<file path="src/rtl/math_multiplier_addback.sv">
// Sequential shift-and-add multiply-add: x = q*y + r, one multiplier bit per clock.
// Optional remainder-range flag is built when MATH_MULTIPLIER_REMCHECK_EN is defined.
module math_multiplier_addback #(
    parameter int xWIDTH = 8,
    parameter int yWIDTH = 4
) (
    input  logic                      clk,
    input  logic                      rst,
    input  logic                      start,
    input  logic [xWIDTH-1:0]         q,
    input  logic [yWIDTH-1:0]         y,
    input  logic [yWIDTH-1:0]         r,
    output logic                      busy,
    output logic                      done,
    output logic [xWIDTH+yWIDTH-1:0]  x,
    output logic                      err
);
    localparam int W  = xWIDTH + yWIDTH;
    localparam int CW = $clog2(yWIDTH + 1);
    localparam logic [CW-1:0] LAST = CW'(yWIDTH - 1);

    typedef enum logic [1:0] {IDLE, RUN, DONE} state_t;

    state_t            state_q;
    logic [W-1:0]      mcand_q;
    logic [W-1:0]      acc_q;
    logic [W-1:0]      acc_d;
    logic [yWIDTH-1:0] mplier_q;
    logic [CW-1:0]     cnt_q;
    logic [W-1:0]      x_q;
    logic              busy_q;
    logic              done_q;
    logic              accept;
    logic              finish;

    // The addend seeds the accumulator, so the final sum needs no extra add cycle.
    always_comb begin
        acc_d  = mplier_q[0] ? (acc_q + mcand_q) : acc_q;
        accept = start && (state_q != RUN);
        finish = (state_q == RUN) && (cnt_q == LAST);
    end

    always_ff @(posedge clk) begin
        if (rst) begin
            state_q  <= IDLE;
            mcand_q  <= '0;
            acc_q    <= '0;
            mplier_q <= '0;
            cnt_q    <= '0;
            x_q      <= '0;
            busy_q   <= 1'b0;
            done_q   <= 1'b0;
        end else begin
            case (state_q)
                IDLE, DONE: begin
                    done_q <= 1'b0;
                    if (accept) begin
                        mcand_q  <= W'(q);
                        mplier_q <= y;
                        acc_q    <= W'(r);
                        cnt_q    <= '0;
                        busy_q   <= 1'b1;
                        state_q  <= RUN;
                    end else begin
                        state_q  <= IDLE;
                    end
                end
                RUN: begin
                    acc_q    <= acc_d;
                    mcand_q  <= mcand_q << 1;
                    mplier_q <= mplier_q >> 1;
                    cnt_q    <= cnt_q + CW'(1);
                    if (finish) begin
                        x_q     <= acc_d;
                        done_q  <= 1'b1;
                        busy_q  <= 1'b0;
                        state_q <= DONE;
                    end
                end
                default: begin
                    busy_q  <= 1'b0;
                    done_q  <= 1'b0;
                    state_q <= IDLE;
                end
            endcase
        end
    end

    assign busy = busy_q;
    assign done = done_q;
    assign x    = x_q;

`ifdef MATH_MULTIPLIER_REMCHECK_EN
    logic err_pend_q;
    logic err_q;

    // r >= y also flags y == 0, since any r is out of range for a zero divisor.
    always_ff @(posedge clk) begin
        if (rst) begin
            err_pend_q <= 1'b0;
            err_q      <= 1'b0;
        end else begin
            if (accept) err_pend_q <= (r >= y);
            if (finish) err_q      <= err_pend_q;
        end
    end

    assign err = err_q;
`else
    assign err = 1'b0;
`endif

endmodule

</file>
<file path="config.mk">
export PLATFORM = sky130hd
export DESIGN_NAME = math_multiplier_addback
export DESIGN_NICKNAME = d
export VERILOG_FILES = /design/src/rtl/math_multiplier_addback.sv
export SDC_FILE = /design/constraint.sdc
export NUM_CORES = 1
export LEC_CHECK = 0
export ABC_AREA = 1
export CAP_MARGIN = 10
export CELL_PAD_IN_SITES_DETAIL_PLACEMENT = 1
export CELL_PAD_IN_SITES_GLOBAL_PLACEMENT = 1
export CORE_UTILIZATION = 36
export DETAILED_ROUTE_END_ITERATION = 6
export PLACE_DENSITY_LB_ADDON = 0.08
export SLEW_MARGIN = 40
export SYNTH_ARGS = -nofsm -noshare
export SYNTH_HDL_FRONTEND = slang
export SYNTH_SLANG_ARGS = --single-unit
</file>
<file path="constraint.sdc">
create_clock -name clk -period 1.9 [get_ports clk]
set_clock_uncertainty 0.15 [all_clocks]
set_input_delay 0.38 -clock clk [delete_from_list [all_inputs] [get_ports clk]]
set_output_delay 0.38 -clock clk [all_outputs]
set_load 0.03 [all_outputs]
</file>
==> metrics.log <==
INFO  metric outcome = complete, no violations
INFO  metric net-switching-power = 0.5921 mW
INFO  metric finalHoldViolCount = 0
INFO  metric synth.cell_area = 2534 sq um
INFO  metric grt_pass1_vias = 2393
INFO  metric antenna_violating_nets_post_route = 0
INFO  metric synth-warning-count = 0
INFO  metric hpwlAfterDp = 5.431 mm
INFO  metric clockPowerShare = 0.377
INFO  metric clock_latency = 0.30 ns
INFO  metric die_width = 85.89 um
INFO  metric drive_gt1_frac = 0.1722
INFO  metric rsz0062_at_grt = yes
INFO  metric vdd_ir_drop_max = 0.0003771 V
INFO  metric placeableCoreArea = 6794 sq um
INFO  metric synthesis.nets = 386
INFO  metric cp_max_fo = 2
INFO  metric final.fill_count = 841
INFO  metric clockRootBuffer = sky130_fd_sc_hd__clkbuf_8
INFO  metric timing.critical_path.slowest_cell_delay = 0.67 ns
INFO  metric area_of_the_multi_input_gates = 1458 sq um
INFO  metric seqPwrFrac = 0.464
INFO  metric cp.arrival = 1.33 ns
INFO  metric drt_first_iter_violations = 100
INFO  metric area.growth.synth_to_final = 28.64%
INFO  metric end_kind = primary output
INFO  metric most-common-layout-cells = sky130_fd_sc_hd__nand2_1 (99), sky130_fd_sc_hd__dfxtp_1 (42), sky130_fd_sc_hd__inv_1 (39), sky130_fd_sc_hd__nand3_1 (30), sky130_fd_sc_hd__clkdlybuf4s50_1 (30)
INFO  metric fmax = 538.4 MHz
INFO  metric boundaryPins = 34
INFO  metric portBuffers = 32
INFO  metric drt-vias-per-instance = 4.749
INFO  metric power_frac_comb = 0.159
INFO  metric synth_seq_cells = 47
INFO  metric htree_levels = 2
INFO  metric maxSlewViolCount = 0
INFO  metric clk_path_buf_depth = 2
INFO  metric floorplan.die_area = 7377 sq um
INFO  metric vias = 2332
INFO  metric synth_top_area_frac = 0.3714
INFO  metric starting_density_of_the_core = 0.3729
INFO  metric tritoncts = done
INFO  metric path_cells = clkdlybuf4s50_1
INFO  metric drc = 0
INFO  metric clkSlewWorstSetupHoldPaths = 0.09 ns
INFO  metric num-nets-final = 427
INFO  metric total_global_route_track_usage = 0.1999
INFO  metric cp-start-kind = flip-flop
INFO  metric finalSetupViolCount = 0
INFO  metric p_int = 1.710 mW
INFO  metric p_leak = 1.418 nW
INFO  metric timing.final.crit_share = 0.9775
INFO  metric overall_overflow_remaining_after_global_route = 0
INFO  metric critical_path_buf_inv_count = 1
INFO  metric power.density = 706.2 nW/um^2
INFO  metric critPathRequiredTime = 1.37 ns
INFO  metric drt_pre_antenna_iters = 4
INFO  metric synth_seq_area_share = 0.3714
INFO  metric maxCapViolCount = 0
INFO  metric switching_share = 0.2572
INFO  metric clock-sinks = 47
INFO  metric grt_antenna_before_repair = 0
INFO  metric wirelength = 6.946 mm
INFO  metric synth_top_cell_by_area = sky130_fd_sc_hd__dfxtp_1
INFO  metric grt_max_degree = 18
INFO  metric fp-row-count = 30
INFO  metric place_congestion = 0.7481
INFO  metric insertedDiodeCount = 0
INFO  metric worst_path_dominant_cell_family = buffers and inverters
INFO  metric critPathSlowestCell = sky130_fd_sc_hd__clkdlybuf4s50_1
INFO  metric ctsHoldBuffers = 0
INFO  metric fin_setup_tns = 0 ns
INFO  metric period_minus_ws_final = 1.857 ns
INFO  metric post-route-worst-setup-slack = 0.04273 ns
INFO  metric cts_inserted_buffers = 5
INFO  metric regArea = 947.2 sq um
INFO  metric synthesis.area_per_instance = 7.178 sq um
INFO  metric most_common_cell_after_layout_fill_and_taps_aside = sky130_fd_sc_hd__nand2_1
INFO  metric synth_top_cells_by_area = sky130_fd_sc_hd__dfxtp_1 (37%), sky130_fd_sc_hd__nand2_1 (15%), sky130_fd_sc_hd__ha_1 (6.4%), sky130_fd_sc_hd__nand3_1 (6.3%), sky130_fd_sc_hd__inv_1 (6.1%)
INFO  metric worstHoldPathType = flip-flop to flip-flop
INFO  metric pre_cts_ws = -0.02662 ns
INFO  metric synth_cells = 353
INFO  metric crit_type = flip-flop to primary output
INFO  metric grt_pass1_wl = 11.43 mm
INFO  metric wl_per_cell = 14.15 um
INFO  metric die_y = 85.89 um
INFO  metric synth.distinct_cells = 38
[synth_stat cells]
cell type,instances
sky130_fd_sc_hd__nand3b_1,1
sky130_fd_sc_hd__a21oi_1,7
sky130_fd_sc_hd__or2_2,7
sky130_fd_sc_hd__o21ai_1,16
sky130_fd_sc_hd__inv_1,41
sky130_fd_sc_hd__nand2_1,99
sky130_fd_sc_hd__nor2_4,3
sky130_fd_sc_hd__nand3_2,3
sky130_fd_sc_hd__nor2_1,20
sky130_fd_sc_hd__or2_1,1
sky130_fd_sc_hd__a32oi_1,2
sky130_fd_sc_hd__xor2_1,3
sky130_fd_sc_hd__nand2_4,1
sky130_fd_sc_hd__a22oi_1,1
sky130_fd_sc_hd__nor2_8,1
sky130_fd_sc_hd__nor2_2,2
sky130_fd_sc_hd__fa_1,1
sky130_fd_sc_hd__inv_2,7
sky130_fd_sc_hd__buf_4,4
sky130_fd_sc_hd__o21ai_0,14
sky130_fd_sc_hd__a221oi_1,2
sky130_fd_sc_hd__dfxtp_1,47
sky130_fd_sc_hd__o21ai_2,1
sky130_fd_sc_hd__a31oi_1,2
sky130_fd_sc_hd__o221ai_1,2
sky130_fd_sc_hd__ha_1,13
sky130_fd_sc_hd__conb_1,1
sky130_fd_sc_hd__nand2_2,3
sky130_fd_sc_hd__nand4_1,3
sky130_fd_sc_hd__o211ai_1,1
sky130_fd_sc_hd__buf_2,4
sky130_fd_sc_hd__buf_6,2
sky130_fd_sc_hd__a22o_1,1
sky130_fd_sc_hd__xnor2_1,1
sky130_fd_sc_hd__o22ai_1,2
sky130_fd_sc_hd__a21o_1,1
sky130_fd_sc_hd__inv_4,1
sky130_fd_sc_hd__nand3_1,32
[layer usage]
| layer | GRT usage | routed length (um) | vias to the layer above |
|---|---|---|---|
| met4 | 0.04091 | 34 | 0 |
| met1 | 0.2569 | 3212 | 1080 |
| met5 | 0 | 0 | - |
| met3 | 0.02887 | 149 | 2 |
| met2 | 0.3557 | 3549 | 32 |
| li1 | - | - | 1218 |
[stage by stage]
stage / total power [mW] / util / std cells / hold slack (ns) / instance area, sq um
2_1_floorplan: 1.299 / - / 353 / 0.2784 / 2534
3_3_place_gp: 1.419 / 0.4392 / 482 / 0.2929 / 2984
3_5_place_dp: 1.426 / 0.4392 / 482 / 0.2937 / 2984
4_1_cts: 2.295 / 0.4591 / 490 / 0.3101 / 3119
5_1_grt: 2.419 / 0.4797 / 491 / 0.3250 / 3259
6_report: 2.302 / 0.4797 / 491 / 0.3047 / 3259
[cell type report]
class,count,area share
multi-input cells,247,0.4472
flip-flops and latches,47,0.2906
repair buffers,44,0.1274
inverters,49,0.05720
well taps,96,0.03685
clock buffers,6,0.02226
clock inverters,2,0.01843
[sequential cells by signal, summed over array words and instances, names as in the netlist]
name and count:
state_q 2, x 12, mcand_q 12, done 1, cnt_q 3, acc_q 12
mplier_q 4, busy 1
[timing repair]
| action | 4_1_cts | 5_1_grt |
|---|---|---|
| endpoints found under the setup margin | 2 | 17 |
| setup buffers | 0 | 1 |
| gates resized for setup | 1 | 24 |
| pin swaps | 1 | 5 |
| cloned | 0 | 0 |
[cells by family (layout without fill, tap and decap cells)]
kind of cell	Yosys count	count (layout)	share of synthesized area
XOR/XNOR	4	4	0.01383
adder cells (fa/ha/maj)	14	14	0.07210
other	1	1	0.001480
buffers and inverters	59	101	0.1022
AO/OA/AOI/OAI	52	52	0.1195
flip-flops	47	47	0.3714
AND/OR/NAND/NOR	176	176	0.3195
[path summary, 6_finish.rpt]
check                           endpoint  cells after the start  startpoint  slack, ns
worst max-delay path                done                      1        done       0.04
worst min register to register     x[10]                      2       x[10]       0.30
worst min-delay path               x[10]                      2       x[10]       0.30
worst max register to register      x[6]                     10    acc_q[0]       0.05
[power by group through the flow]
stage	Clock, mW	Combinational (mW)	Sequential, mW
2_1_floorplan	0	0.230	1.07
3_3_place_gp	0	0.339	1.08
3_5_place_dp	0	0.345	1.08
4_1_cts	0.889	0.348	1.06
5_1_grt	0.932	0.413	1.07
6_report	0.868	0.366	1.07
No activity file was read; power rests on OpenSTA's default activity.
